File: config.mk
export PLATFORM = sky130hd
export DESIGN_NAME = complex_addsub_pipe_flat
export DESIGN_NICKNAME = d
export VERILOG_FILES = /design/src/rtl/complex_addsub_pipe_pkg.sv /design/src/rtl/complex_addsub_pipe_if.sv /design/src/rtl/complex_addsub_pipe_lane.sv /design/src/rtl/complex_addsub_pipe.sv /design/src/flat_wrapper.sv
export SDC_FILE = /design/constraint.sdc
export NUM_CORES = 1
export LEC_CHECK = 0
export ABC_AREA = 1
export CORE_MARGIN = 10
export CORE_UTILIZATION = 40
export CTS_CLUSTER_DIAMETER = 50
export DETAILED_ROUTE_END_ITERATION = 8
export GPL_TIMING_DRIVEN = 0
export PLACE_DENSITY = 0.67
export SYNTH_ARGS = -nofsm -noshare
export SYNTH_HDL_FRONTEND = slang
export SYNTH_HIERARCHICAL = 1
export SYNTH_SLANG_ARGS = --single-unit
File: constraint.sdc
create_clock -name clk -period 3.9 [get_ports clk]
set_input_delay 1.17 -clock clk [delete_from_list [all_inputs] [get_ports clk]]
set_output_delay 1.17 -clock clk [all_outputs]
set_load 0.05 [all_outputs]
File: src/rtl/complex_addsub_pipe_pkg.sv
// rtl/complex_addsub_pipe_pkg.sv - mode encodings and W+1 -> W reduction for the complex add/sub unit
package cadd_pkg;

  typedef enum logic [1:0] {
    CADD_ADD  = 2'b00,
    CADD_SUB  = 2'b01,
    CADD_ADDJ = 2'b10,
    CADD_SUBJ = 2'b11
  } cadd_mode_e;

  localparam int CADD_MAX_W = 64;
  localparam logic signed [CADD_MAX_W:0] CADD_ONE = (CADD_MAX_W + 1)'(1);

  // s is a sign-extended W+1-bit sum; the low w bits of the result are meaningful.
  function automatic logic [CADD_MAX_W-1:0] cadd_reduce(
    input  logic signed [CADD_MAX_W:0] s,
    input  int                         w,
    input  bit                         sat,
    output logic                       ovf
  );
    logic signed [CADD_MAX_W:0] hi;
    logic signed [CADD_MAX_W:0] lo;
    hi  = (CADD_ONE << (w - 1)) - CADD_ONE;
    lo  = -hi - CADD_ONE;
    ovf = (s > hi) || (s < lo);
    if (sat && (s > hi)) return hi[CADD_MAX_W-1:0];
    if (sat && (s < lo)) return lo[CADD_MAX_W-1:0];
    return s[CADD_MAX_W-1:0];
  endfunction

endpackage

File: src/rtl/complex_addsub_pipe_if.sv
// rtl/complex_addsub_pipe_if.sv - handshake and data bundle of the complex add/sub unit
interface complex_addsub_pipe_if #(
  parameter int W     = 16,
  parameter int TAG_W = 4
);
  logic             in_valid;
  logic             in_ready;
  logic [1:0]       mode;
  logic [W-1:0]     a_re;
  logic [W-1:0]     a_img;
  logic [W-1:0]     b_re;
  logic [W-1:0]     b_img;
  logic [TAG_W-1:0] in_tag;
  logic             out_valid;
  logic             out_ready;
  logic [W-1:0]     c_re;
  logic [W-1:0]     c_img;
  logic [TAG_W-1:0] out_tag;
  logic             ovf;

  modport master (
    output in_valid, mode, a_re, a_img, b_re, b_img, in_tag, out_ready,
    input  in_ready, out_valid, c_re, c_img, out_tag, ovf
  );

  modport slave (
    input  in_valid, mode, a_re, a_img, b_re, b_img, in_tag, out_ready,
    output in_ready, out_valid, c_re, c_img, out_tag, ovf
  );
endinterface

File: src/rtl/complex_addsub_pipe_lane.sv
// rtl/complex_addsub_pipe_lane.sv - one real add/sub lane; CADD_SAT_EN selects saturate instead of wrap
module cadd_lane
  import cadd_pkg::*;
#(
  parameter int W = 16
) (
  input  logic [W-1:0] a_i,
  input  logic [W-1:0] b_i,
  input  logic         sub_i,
  output logic [W:0]   sum_o,
  input  logic [W:0]   red_sum_i,
  output logic [W-1:0] res_o,
  output logic         ovf_o
);
`ifdef CADD_SAT_EN
  localparam bit SAT = 1'b1;
`else
  localparam bit SAT = 1'b0;
`endif

  logic [W:0]                 a_x;
  logic [W:0]                 b_x;
  logic signed [CADD_MAX_W:0] ext;
  logic [CADD_MAX_W-1:0]      red;
  logic                       unused_hi;

  // One guard bit means even 0 - (-2^(W-1)) cannot overflow here.
  assign a_x   = {a_i[W-1], a_i};
  assign b_x   = {b_i[W-1], b_i};
  assign sum_o = sub_i ? (a_x - b_x) : (a_x + b_x);

  // Reduction runs on whichever raw sum the pipeline presents, not necessarily this cycle's.
  assign ext = (CADD_MAX_W + 1)'($signed(red_sum_i));

  always_comb begin
    ovf_o = 1'b0;
    red   = cadd_reduce(ext, W, SAT, ovf_o);
  end

  assign res_o     = red[W-1:0];
  assign unused_hi = ^red[CADD_MAX_W-1:W];
endmodule

File: src/rtl/complex_addsub_pipe.sv
// rtl/complex_addsub_pipe.sv - pipelined complex a+b, a-b, a+jb, a-jb with tag passthrough (CADD_SAT_EN: saturate)
module complex_addsub_pipe
  import cadd_pkg::*;
#(
  parameter int W      = 16,
  parameter int STAGES = 2,
  parameter int TAG_W  = 4
) (
  input  logic                   clk,
  input  logic                   rst_n,
  complex_addsub_pipe_if.slave   io
);
  localparam int NR = (STAGES > 1) ? STAGES - 1 : 1;

  if (STAGES < 1 || STAGES > 4) begin : g_bad_stages
    $error("complex_addsub_pipe: STAGES must be in 1..4");
  end
  if (W < 2 || W >= CADD_MAX_W) begin : g_bad_width
    $error("complex_addsub_pipe: W out of range");
  end

  logic stall;
  logic accept;

  assign stall       = io.out_valid & ~io.out_ready;
  assign io.in_ready = ~stall;
  assign accept      = io.in_valid & ~stall;

  logic [W-1:0] re_b;
  logic [W-1:0] im_b;
  logic         re_sub;
  logic         im_sub;

  // +-j modes swap B's components into the opposite lanes.
  always_comb begin
    re_b   = io.b_re;
    im_b   = io.b_img;
    re_sub = 1'b0;
    im_sub = 1'b0;
    case (io.mode)
      CADD_SUB:  begin re_sub = 1'b1; im_sub = 1'b1; end
      CADD_ADDJ: begin re_b = io.b_img; im_b = io.b_re; re_sub = 1'b1; end
      CADD_SUBJ: begin re_b = io.b_img; im_b = io.b_re; im_sub = 1'b1; end
      default:   ;
    endcase
  end

  logic [W:0]       raw_re_d;
  logic [W:0]       raw_im_d;
  logic [W:0]       red_re_in;
  logic [W:0]       red_im_in;
  logic             red_vld_in;
  logic [TAG_W-1:0] red_tag_in;
  logic [W-1:0]     res_re;
  logic [W-1:0]     res_im;
  logic             ovf_re;
  logic             ovf_im;

  cadd_lane #(.W(W)) u_lane_re (
    .a_i(io.a_re), .b_i(re_b), .sub_i(re_sub), .sum_o(raw_re_d),
    .red_sum_i(red_re_in), .res_o(res_re), .ovf_o(ovf_re)
  );

  cadd_lane #(.W(W)) u_lane_im (
    .a_i(io.a_img), .b_i(im_b), .sub_i(im_sub), .sum_o(raw_im_d),
    .red_sum_i(red_im_in), .res_o(res_im), .ovf_o(ovf_im)
  );

  if (STAGES == 1) begin : g_direct
    assign red_re_in  = raw_re_d;
    assign red_im_in  = raw_im_d;
    assign red_vld_in = accept;
    assign red_tag_in = io.in_tag;
  end else begin : g_raw
    logic             v1_q;
    logic [W:0]       re1_q;
    logic [W:0]       im1_q;
    logic [TAG_W-1:0] tag1_q;

    always_ff @(posedge clk) begin
      if (!rst_n) begin
        v1_q   <= 1'b0;
        re1_q  <= '0;
        im1_q  <= '0;
        tag1_q <= '0;
      end else if (!stall) begin
        v1_q   <= accept;
        re1_q  <= raw_re_d;
        im1_q  <= raw_im_d;
        tag1_q <= io.in_tag;
      end
    end

    assign red_re_in  = re1_q;
    assign red_im_in  = im1_q;
    assign red_vld_in = v1_q;
    assign red_tag_in = tag1_q;
  end

  logic             v_q   [NR];
  logic [W-1:0]     re_q  [NR];
  logic [W-1:0]     im_q  [NR];
  logic             ovf_q [NR];
  logic [TAG_W-1:0] tag_q [NR];

  always_ff @(posedge clk) begin
    if (!rst_n) begin
      for (int k = 0; k < NR; k++) begin
        v_q[k]   <= 1'b0;
        re_q[k]  <= '0;
        im_q[k]  <= '0;
        ovf_q[k] <= 1'b0;
        tag_q[k] <= '0;
      end
    end else if (!stall) begin
      v_q[0]   <= red_vld_in;
      re_q[0]  <= res_re;
      im_q[0]  <= res_im;
      ovf_q[0] <= ovf_re | ovf_im;
      tag_q[0] <= red_tag_in;
      for (int k = 1; k < NR; k++) begin
        v_q[k]   <= v_q[k-1];
        re_q[k]  <= re_q[k-1];
        im_q[k]  <= im_q[k-1];
        ovf_q[k] <= ovf_q[k-1];
        tag_q[k] <= tag_q[k-1];
      end
    end
  end

  assign io.out_valid = v_q[NR-1];
  assign io.c_re      = re_q[NR-1];
  assign io.c_img     = im_q[NR-1];
  assign io.ovf       = ovf_q[NR-1];
  assign io.out_tag   = tag_q[NR-1];
endmodule

File: src/flat_wrapper.sv
// flat-port wrapper written by rule: the top's interface ports become plain ports
module complex_addsub_pipe_flat import cadd_pkg::*;
#(
  parameter int W      = 16,
  parameter int STAGES = 2,
  parameter int TAG_W  = 4
)
  (clk, rst_n, io_in_valid, io_mode, io_a_re, io_a_img, io_b_re, io_b_img, io_in_tag, io_out_ready, io_in_ready, io_out_valid, io_c_re, io_c_img, io_out_tag, io_ovf);
  complex_addsub_pipe_if #(.W(W), .TAG_W(TAG_W)) io_i ();
  input  logic clk;
  input  logic rst_n;
  input wire logic [$bits(io_i.in_valid)-1:0] io_in_valid;
  input wire logic [$bits(io_i.mode)-1:0] io_mode;
  input wire logic [$bits(io_i.a_re)-1:0] io_a_re;
  input wire logic [$bits(io_i.a_img)-1:0] io_a_img;
  input wire logic [$bits(io_i.b_re)-1:0] io_b_re;
  input wire logic [$bits(io_i.b_img)-1:0] io_b_img;
  input wire logic [$bits(io_i.in_tag)-1:0] io_in_tag;
  input wire logic [$bits(io_i.out_ready)-1:0] io_out_ready;
  output wire logic [$bits(io_i.in_ready)-1:0] io_in_ready;
  output wire logic [$bits(io_i.out_valid)-1:0] io_out_valid;
  output wire logic [$bits(io_i.c_re)-1:0] io_c_re;
  output wire logic [$bits(io_i.c_img)-1:0] io_c_img;
  output wire logic [$bits(io_i.out_tag)-1:0] io_out_tag;
  output wire logic [$bits(io_i.ovf)-1:0] io_ovf;
  assign io_i.in_valid = io_in_valid;
  assign io_i.mode = io_mode;
  assign io_i.a_re = io_a_re;
  assign io_i.a_img = io_a_img;
  assign io_i.b_re = io_b_re;
  assign io_i.b_img = io_b_img;
  assign io_i.in_tag = io_in_tag;
  assign io_i.out_ready = io_out_ready;
  assign io_in_ready = io_i.in_ready;
  assign io_out_valid = io_i.out_valid;
  assign io_c_re = io_i.c_re;
  assign io_c_img = io_i.c_img;
  assign io_out_tag = io_i.out_tag;
  assign io_ovf = io_i.ovf;
  complex_addsub_pipe #(.W(W), .STAGES(STAGES), .TAG_W(TAG_W)) u_core (.clk(clk), .rst_n(rst_n), .io(io_i));
endmodule
=== Word level (Yosys, flattened, before mapping) ===
Memory sizes are Yosys's and may differ from the RTL's.
Index checks and enable logic that the tools add are counted.

* Add/sub/neg operators: 4
* $lt $le $gt $ge: 4
* Eq/ne operators: 3
* Muxes and demuxes: 20
* Bitwise logic cells: 5
* Reductions and logical operators: 10

{| class="wikitable"
|+ Operators with widths
! kind !! number
|-
| 2-to-1 mux 16 bit || 4
|-
| adder 16 x 16 -> 17 bit || 2
|-
| greater-than comparator 17 x 16 -> 1 bit, second input constant || 2
|-
| < comparator 17 x 16 -> 1 bit, second input constant || 2
|-
| 2-to-1 mux 17 bit || 2
|-
| subtractor 16 x 16 -> 17 bit || 2
|-
| OR reduction 16 bit || 2
|-
| 2-to-1 mux 1 bit || 13
|-
| OR reduction 2 bit || 3
|-
| equality test 2 bit, second input constant || 2
|-
| 2-to-1 mux 4 bit || 1
|-
| OR reduction 4 bit || 1
|-
| bitwise AND 1 bit || 2
|-
| equality test 2 x 1 -> 1 bit, second input constant || 1
|-
| logical OR 1 bit || 2
|-
| inverter 1 bit || 2
|-
| OR reduction 1 bit || 2
|-
| OR 1 bit || 1
|}

* Register bits: 39
* Memory bits (writable): 38
* Input port bits: 74
* Output and inout port bits: 39
* Word-level logic and storage cells: 55
* Memories: 5

{| class="wikitable"
|+ Memories
! memory !! words !! width !! read ports !! clocked after Yosys merged registers in !! wr ports !! RTL line !! source
|-
| u_core.im_q || 1 || 16 || 1 || 0 || 1 || complex_addsub_pipe.sv:102 || <nowiki>logic [W-1:0] im_q [NR];</nowiki>
|-
| u_core.re_q || 1 || 16 || 1 || 0 || 1 || complex_addsub_pipe.sv:101 || <nowiki>logic [W-1:0] re_q [NR];</nowiki>
|-
| u_core.tag_q || 1 || 4 || 1 || 0 || 1 || complex_addsub_pipe.sv:104 || <nowiki>logic [TAG_W-1:0] tag_q [NR];</nowiki>
|-
| u_core.ovf_q || 1 || 1 || 1 || 0 || 1 || complex_addsub_pipe.sv:103 || <nowiki>logic ovf_q [NR];</nowiki>
|-
| u_core.v_q || 1 || 1 || 1 || 0 || 1 || complex_addsub_pipe.sv:100 || <nowiki>logic v_q [NR];</nowiki>
|}

=== Longest topological paths before layout ===
Gate-level depths: netlist (run 1).

* Depth after elaboration: 7
* Gate-level depth with buffers: 25
* Mapped depth without buffers: 24

=== Cells and area by module ===
Netlist (run 1), hierarchy kept.

{| class="wikitable"
|+ By module, submodules not included
! module !! instances !! cells each !! area an instance (um^2) !! sequential area each (um^2)
|-
| complex_addsub_pipe || 1 || 413 || 3,525.9 || 1,921.8
|-
| cadd_lane || 2 || 289 || 1,570.3 || 0.0
|}

=== Worst setup path before layout (run 1) ===
No wires, ideal clock.

* Path kind: in2reg
* Start point: input io_mode[0]
* End point: register u_core.g_raw.im1_q[14]
* Setup time: 114 ps
* Arrival: 3,695 ps
* Required time: 3,786 ps
* Slack: 91 ps
* Stages: 23
* Path buffers: 1
* Path through: ha_1 -> nor2_2 -> buf_2 -> nand2_1 -> nand2_1 -> inv_1 -> ha_1 -> nand2_1 -> nor2_2 -> nor2_1 -> xor2_1 -> inv_1 -> ha_1 -> nand2_1 -> inv_1 -> a21oi_1 -> nor2_1 -> nor2_1 -> nand2_1 -> nand2_1 -> nand2_1 -> nand3_1 -> nand2_1

* Longest elaborated chain between the ends: 5
* Elaborated cells between the ends (all ways): 10
* Classes of those cells: add/sub (2); eq/ne (3); mux (3); reduce/logical (2)

{| class="wikitable"
|+ RTL lines
! item !! RTL line !! source
|-
| start: declaration || flat_wrapper.sv:13 || <nowiki>input wire logic [$bits(io_i.mode)-1:0] io_mode;</nowiki>
|-
| equality test 2 bit || complex_addsub_pipe.sv:40 || <nowiki>case (io.mode)</nowiki>
|-
| OR reduction 2 bit (no line) (*) || -- ||
|-
| 2-to-1 mux 16 bit (*) || complex_addsub_pipe.sv:40 ||
|-
| named net u_core.im_b[0] || complex_addsub_pipe.sv:30 || <nowiki>logic [W-1:0] im_b;</nowiki>
|-
| adder 16 x 16 -> 17 bit / subtractor 16 x 16 -> 17 bit (equally long branches) || complex_addsub_pipe_lane.sv:30 || <nowiki>assign sum_o = sub_i ? (a_x - b_x) : (a_x + b_x);</nowiki>
|-
| 2-to-1 mux 17 bit (*) || complex_addsub_pipe_lane.sv:30 ||
|-
| named net u_core.raw_im_d[14] || complex_addsub_pipe.sv:49 || <nowiki>logic [W:0] raw_im_d;</nowiki>
|-
| end signal: assignment || complex_addsub_pipe.sv:89 || <nowiki>im1_q <= raw_im_d;</nowiki>
|-
| end: declaration || complex_addsub_pipe.sv:77 || <nowiki>logic [W:0] im1_q;</nowiki>
|}

The timed path passes the listed nets; every way through them passes the cells marked *.
A chain may end at the register's enable or synchronous reset.

=== Final worst setup path (run 1) ===
* Start point: input io_mode[0]
* End point: register u_core.g_raw.re1_q[16]

* Longest elaborated chain between the ends: 5
* Elaborated cells between the ends (all ways): 10
* Classes of those cells: add/sub (2); eq/ne (3); mux (3); reduce/logical (2)

{| class="wikitable"
|+ RTL lines
! item !! RTL line !! source
|-
| equality test 2 bit || complex_addsub_pipe.sv:40 ||
|-
| OR reduction 2 bit (no line) (*) || -- ||
|-
| 2-to-1 mux 16 bit (*) || complex_addsub_pipe.sv:40 ||
|-
| named net u_core.re_b[7] || complex_addsub_pipe.sv:29 || <nowiki>logic [W-1:0] re_b;</nowiki>
|-
| adder 16 x 16 -> 17 bit / subtractor 16 x 16 -> 17 bit (equally long branches) || complex_addsub_pipe_lane.sv:30 ||
|-
| 2-to-1 mux 17 bit (*) || complex_addsub_pipe_lane.sv:30 ||
|-
| named net u_core.raw_re_d[16] || complex_addsub_pipe.sv:48 || <nowiki>logic [W:0] raw_re_d;</nowiki>
|-
| end signal: assignment || complex_addsub_pipe.sv:88 || <nowiki>re1_q <= raw_re_d;</nowiki>
|-
| end: declaration || complex_addsub_pipe.sv:76 || <nowiki>logic [W:0] re1_q;</nowiki>
|}

Marked as above.

==> impl_metrics.env, run 1 <==
export IMPL_dr_total_vias=6529
export IMPL_synth_top_family_by_area="simple AND/OR/NAND/NOR gates"
export IMPL_outcome="finished, final reports clean"
export IMPL_wirelength_mm=18.3
export IMPL_crit_slowest_cell="ha_2"
export IMPL_n_antenna_cell=0
export IMPL_ys_seq_area_share_pct=28.8
export IMPL_synth_seq_cells=77
export IMPL_r2r_slack_ps=1900
export IMPL_dp_hpwl_mm=14.5
export IMPL_first_iter_violations=325
export IMPL_netlist_area_leader_share_pct=17.1
export IMPL_place_area_um2=8060
export IMPL_synth_flop_cell="dfxtp_1"
export IMPL_r2r_start="u_core/v_q[0]"
export IMPL_dieWidth_um=149
export IMPL_slowest_delay_ps=410
export IMPL_synth_edff_count=38
export IMPL_grt_overflow_total=0
export IMPL_path_cells="buf_2 > inv_1 > ha_4 > nor2_4 > buf_2 > nand2_1 > nand2_1 > inv_1 > nand3_1 > nand2_1 > nand3_1 > xor2_1 > inv_1 > ha_2 > nand2_1 > nor3_1 > nand2_1 > nand4_1 > nand2_2 > nand3_1 > nand2_1"
export IMPL_synth_distinct_cells=34
export IMPL_cts_root_buf="clkbuf_16"
export IMPL_synth_compound_area_share_pct=7.13
export IMPL_synth_adder_area_share_pct=7.55
export IMPL_ios=113
export IMPL_rows=47
export IMPL_fmax_mhz=266
export IMPL_drcViolationCount=0
export IMPL_die_h_um=149
export IMPL_cts_path_max_buffers=2
export IMPL_start_util_pct=40.5
export IMPL_tritoncts="yes"
export IMPL_cts_buffers=9
export IMPL_crit_type="input pin to flop"
export IMPL_path_depth=21
export IMPL_finalSetupViolations=0
export IMPL_p_per_area_nw_per_um2=425
export IMPL_syn_avg_cell_area_um2=6.73
export IMPL_critPathMaxFanout=6
export IMPL_ir_drop_mv=0.237
export IMPL_antenna_found_initial=0
export IMPL_ant_nets=0
export IMPL_area_delta_synth_final_pct=36.2
export IMPL_final_cells=1372
export IMPL_dp_cells=1322
export IMPL_track_usage_pct=15.8
export IMPL_yosysMostFrequentCell="nand2_1"
export IMPL_start_kind="input pin"
export IMPL_finalCritPeriodShare_pct=96.5
export IMPL_wl_met2_mm=8.77
export IMPL_drv_cap=0
export IMPL_synth_mux_area_fraction_pct=0
export IMPL_nets=1260
export IMPL_wl_met3_mm=1.06
export IMPL_yosys_top_cells_count="nand2_1 (277), inv_1 (122), nor2_1 (89), nand3_1 (72), nand4_1 (45)"
export IMPL_worst_setup_hold_path_clk_slew_ps=50
export IMPL_period_needed_ps=3760
export IMPL_drive_gt1_share_pct=23.2
export IMPL_hold_viol_final=0
export IMPL_required_ps=4130
export IMPL_yosysWarnings=6
export IMPL_cp_arrival_ps=3990
export IMPL_fin_skew_ps=5.31
export IMPL_r2r_end="u_core/re_q[0][3]"
export IMPL_grt_pass1_vias=5995
export IMPL_port_buffer_count=111
export IMPL_syn_nets=1104
export IMPL_wl_per_cell_um=13.4
export IMPL_yosysTopAreaCell="edfxtp_1"
export IMPL_grt_max_degree=39
export IMPL_fin_area_um2=9080
export IMPL_netlist_area_um2=6670
export IMPL_insertion_delay_ps=330
export IMPL_path_buf_inv=5
export IMPL_slew_limit_headroom_pct=39.0
export IMPL_top_layer_used="met4"
export IMPL_slew_viol_final=0
export IMPL_leakage_nw=4.30
export IMPL_die_area_um2=22200
export IMPL_worstSetupEndpointType="flop"
export IMPL_viasPerCell=4.76
export IMPL_reg2reg_depth=3
export IMPL_synth_xor_area_share_pct=6.27
export IMPL_wl_met1_mm=8.15
export IMPL_async_flop_share_pct=0
export IMPL_core_area_um2=16500
export IMPL_grt_pass1_wl_mm=29.2
export IMPL_place_gp_congestion=0.917
export IMPL_crit_top_cell="nand2_1"
export IMPL_whs_ps=477
export IMPL_cts_sinks=77
export IMPL_synth_area_leaders="edfxtp_1 (17%), nand2_1 (16%), dfxtp_1 (12%)"
export IMPL_crit_end="u_core/g_raw.re1_q[16]"
export IMPL_synth_simple_gate_area_share_pct=36.4
export IMPL_critical_path_top_delay_family="simple AND/OR/NAND/NOR gates"
export IMPL_worst_slew_pin_slew_ps=914
export IMPL_htree_levels=3
export IMPL_syn_instance_count=991
export IMPL_drt_pass1_iterations=5
export IMPL_critPathLaunch="io_mode[0]"
export IMPL_min_path_type="flop to flop"
export IMPL_postCtsHoldBufs=0
==> repair_timing <==
| item | CTS | global route |
|---|---|---|
| pin swaps | 15 | 49 |
| setup endpoints to repair | 29 | 23 |
| setup buffers | 11 | 21 |
| gates cloned | 0 | 2 |
| gates resized for setup | 60 | 102 |
==> layer usage <==
metal  vias up  global-route usage [%]
met5         -                       0
met4         0                    4.71
met3        28                    3.06
met2       173                    26.4
met1      2879                    20.1
li1       3449                       -
==> registers in the layout, indices dropped and copies added, names as in the netlist <==
name	cells
u_core/g_raw.re1_q	17
u_core/v_q	1
u_core/ovf_q	1
u_core/g_raw.v1_q	1
u_core/g_raw.im1_q	17
u_core/tag_q	4
u_core/g_raw.tag1_q	4
u_core/im_q	16
u_core/re_q	16
==> where the power goes <==
group	switching [mW]	internal, mW
clock	0.287	0.462
sequential	0.0687	1.01
combinational	1.17	0.854
total	1.52	2.33
==> cell type report <==
type                            count  area [um2]
Multi-Input combinational cell    718        4290
Clock buffer                       14         264
Tap cell                          220         275
Inverter                          127         477
Fill cell                        1600        7390
Sequential cell                    77        1920
Timing Repair Buffer              145        1350
Buffer                             69         489
Clock inverter                      2        8.76
==> kinds of logic (layout without fill, tap and decap cells) <==
| logic type | count (synthesis) | in the layout |
|---|---|---|
| AND/OR/NAND/NOR | 549 | 549 |
| buffers and inverters | 196 | 357 |
| AO/OA/AOI/OAI | 84 | 84 |
| flip-flops | 77 | 77 |
| XOR/XNOR | 46 | 46 |
| adder cells (fa/ha/maj) | 39 | 39 |
==> worst min-delay path by stage <==
stage	from	to	depth (start not counted)
after floorplan	u_core/g_raw.tag1_q[0]	u_core/g_raw.tag1_q[0]	2
after global placement	u_core/g_raw.im1_q[13]	u_core/g_raw.im1_q[13]	2
after detailed placement	u_core/g_raw.im1_q[2]	u_core/g_raw.im1_q[2]	2
after CTS	u_core/g_raw.im1_q[2]	u_core/g_raw.im1_q[2]	2
after global routing	u_core/g_raw.im1_q[8]	u_core/g_raw.im1_q[8]	2
final	u_core/g_raw.im1_q[2]	u_core/g_raw.im1_q[2]	2
==> stage by stage <==
stage | total power [mW] | TNS, ps | setup slack, ps | util, %
2_1_floorplan | 2.39 | 0 | 90.8 | -
3_3_place_gp | 2.83 | -28190 | -1010 | 48.9
3_5_place_dp | 2.85 | -22930 | -1060 | 48.9
4_1_cts | 3.70 | 0 | 3.28 | 52.6
5_1_grt | 4.13 | -208 | -51.8 | 55.1
6_report | 3.85 | 0 | 135 | 55.1
==> layout by cell type, fill, tap and decap left out, types with 7 or more instances in the layout <==
cell / Yosys / final
dfxtp_1: 39 / 39
a21oi_2: 2 / 18
inv_2: 5 / 13
o21ai_1: 2 / 15
buf_2: 15 / 18
ha_1: 37 / 20
buf_4: 35 / 69
a21oi_1: 28 / 11
ha_4: 0 / 13
nand2_2: 19 / 41
nand4_1: 45 / 45
clkdlybuf4s50_1: 0 / 108
nand3_1: 72 / 70
nor2_2: 27 / 35
edfxtp_1: 38 / 38
buf_6: 3 / 7
clkbuf_1: 15 / 12
xor2_1: 30 / 26
nand2_1: 277 / 254
clkbuf_16: 0 / 9
o21ai_0: 44 / 27
nor2_1: 89 / 76
inv_1: 122 / 114
xnor2_1: 14 / 13
==> worst min-delay path, delay by kind of cell (launching register included) <==
| family | cells | cell delay (ps) |
|---|---|---|
| simple gates | 2 | 130 |
| flops | 1 | 310 |
Power figures use the tool's default switching activity.
==> run 2, diff against run 1 <==
--- a/config.mk
+++ b/config.mk
@@ -6,10 +6,10 @@
 export NUM_CORES = 1
 export LEC_CHECK = 0
 export ABC_AREA = 1
-export CORE_MARGIN = 10
 export CORE_UTILIZATION = 40
 export CTS_CLUSTER_DIAMETER = 50
 export DETAILED_ROUTE_END_ITERATION = 8
+export GPL_ROUTABILITY_DRIVEN = 0
 export GPL_TIMING_DRIVEN = 0
 export PLACE_DENSITY = 0.67
 export SYNTH_ARGS = -nofsm -noshare
==> impl_metrics.env, run 2 (synthesis gave the netlist of run 1 again) <==
export IMPL_setup_slack_ps=129
export IMPL_drcViolationCount=0
export IMPL_ant_nets=0
export IMPL_critPathMaxFanout=10
export IMPL_crit_type="input pin to flop"
export IMPL_finalSetupViolations=0
export IMPL_busiest_layer="met2"
export IMPL_dp_hpwl_mm=13.3
export IMPL_grt_pass1_vias=5607
export IMPL_crit_top_cell="nand2_2"
export IMPL_ir_drop_mv=0.278
export IMPL_fin_area_um2=8990
export IMPL_grt_max_degree=39
export IMPL_use_met2_pct=33.8
export IMPL_worstSetupEndpointType="flop"
export IMPL_drv_cap=0
export IMPL_first_iter_violations=450
export IMPL_mostFrequentLayoutCell="nand2_1"
export IMPL_n_antenna_cell=0
export IMPL_slew_limit_headroom_pct=66.8
export IMPL_start_util_pct=41.5
export IMPL_min_path_type="flop to flop"
export IMPL_path_buf_inv=6
export IMPL_dp_cells=1319
export IMPL_path_cells="buf_2 > ha_4 > buf_4 > o21ai_2 > nand2_2 > inv_4 > ha_4 > nand2_2 > nor3_2 > buf_4 > nor2_2 > xor2_1 > inv_1 > ha_4 > nand2_2 > inv_1 > a21oi_2 > nand2_2 > nand2_2 > nand2_2 > xor2_2 > nand3_1 > nand2_1"
export IMPL_outcome="finished, final reports clean"
export IMPL_final_cell_mix="nand2_1 (260), inv_1 (115), clkdlybuf4s50_1 (108)"
export IMPL_cts_sinks=77
export IMPL_rows=46
export IMPL_final_cells=1362
export IMPL_cp_arrival_ps=3990
export IMPL_worst_slew_pin_slew_ps=493
export IMPL_cts_path_max_buffers=2
export IMPL_nets=1254
export IMPL_cts_root_buf="clkbuf_16"
export IMPL_viasPerCell=4.81
export IMPL_slowest_delay_ps=270
export IMPL_leakage_nw=4.27
export IMPL_p_per_area_nw_per_um2=422
export IMPL_finalCritPeriodShare_pct=96.7
export IMPL_tritoncts="yes"
export IMPL_grt_overflow_total=0
export IMPL_htree_levels=3
export IMPL_drt_pass1_iterations=5
export IMPL_area_delta_synth_final_pct=34.9
export IMPL_required_ps=4120
export IMPL_crit_slowest_cell="ha_4"
export IMPL_grt_pass1_wl_mm=26.8
export IMPL_wirelength_mm=17.1
export IMPL_r2r_slack_ps=2500
export IMPL_die_h_um=131
export IMPL_fin_skew_ps=5.92
export IMPL_ios=113
export IMPL_die_area_um2=17200
export IMPL_grtUsageMet1_pct=26.3
export IMPL_dp_slack_ps=-1050
export IMPL_critical_path_top_delay_family="simple AND/OR/NAND/NOR gates"
export IMPL_place_area_um2=8070
export IMPL_fmax_mhz=265
export IMPL_worst_setup_hold_path_clk_slew_ps=60
export IMPL_dr_total_vias=6550
export IMPL_port_buffer_count=111
export IMPL_track_usage_pct=20.1
export IMPL_drive_gt1_share_pct=22.0
export IMPL_insertion_delay_ps=330
export IMPL_dieWidth_um=131
export IMPL_antenna_found_initial=0
export IMPL_cts_buffers=9
export IMPL_core_area_um2=16100
export IMPL_finalSetupTns_ps=0
export IMPL_grt_use_met3_pct=2.07
export IMPL_hold_viol_final=0
export IMPL_slew_viol_final=0
export IMPL_wl_per_cell_um=12.6
export IMPL_top_regs="u_core/g_raw.im1_q (17), u_core/g_raw.re1_q (17)"
export IMPL_start_kind="input pin"
export IMPL_period_needed_ps=3770
-- run 2: changes by cell type in the layout (fill, tap and decap cells not counted), moves of 5 or more --
cell / change
nand2_2: -5
buf_4: -5
o21ai_0: +5
nand2_1: +6
o21ai_1: -5
-- run 2: power by group --
part           total [mW]  internal (mW)  switching [mW]  leakage, nW
Sequential           1.08           1.01          0.0654        0.776
Combinational        1.96          0.819            1.14         3.36
Clock               0.760          0.466           0.294        0.142
-- run 2: layout make-up --
cell class,instances,area (um2)
tap,216,270
multi-input combinational,718,4240
buffer,69,485
sequential,77,1920
clock inverter,4,21.3
fill,1526,7070
timing repair buffer,139,1320
inverter,127,479
clock buffer,12,258
-- run 2: routing by layer --
layer / part of all wire [%] / up-vias
li1: - / 3443
met1: 45 / 2868
met2: 48 / 206
met3: 4.2 / 33
met4: 2.5 / 0
met5: 0 / -
-- run 2: stage by stage --
step,total power [mW],hold WS (ps),util (%)
after floorplan,2.39,454,-
after global placement,2.81,465,50.1
after detailed placement,2.84,468,50.3
after CTS,3.69,478,53.9
after global routing,4.06,491,56.0
final,3.79,475,56.0
-- run 2: timing repair --
action                                  in CTS  in global routing
pin swaps                                   13                 42
cloned                                       0                  2
setup buffers                                6                 19
hold buffers                                 0                  0
endpoints found under the setup margin      28                 22
gates resized for setup                     64                 77
-- run 2: path summary, 6_finish.rpt --
kind,start,to,cells after the start
worst max-delay path,io_mode[1],u_core/g_raw.re1_q[12],23
worst min register to register,u_core/g_raw.re1_q[1],u_core/g_raw.re1_q[1],2
worst min-delay path,u_core/g_raw.re1_q[1],u_core/g_raw.re1_q[1],2
worst max register to register,u_core/v_q[0],u_core/re_q[0][14],4
-- run 2: tightest hold or removal path, stage by stage (launching register included) --
cell,delay [ps]
dfxtp_1,310
nand4_1,80
nand2_1,50
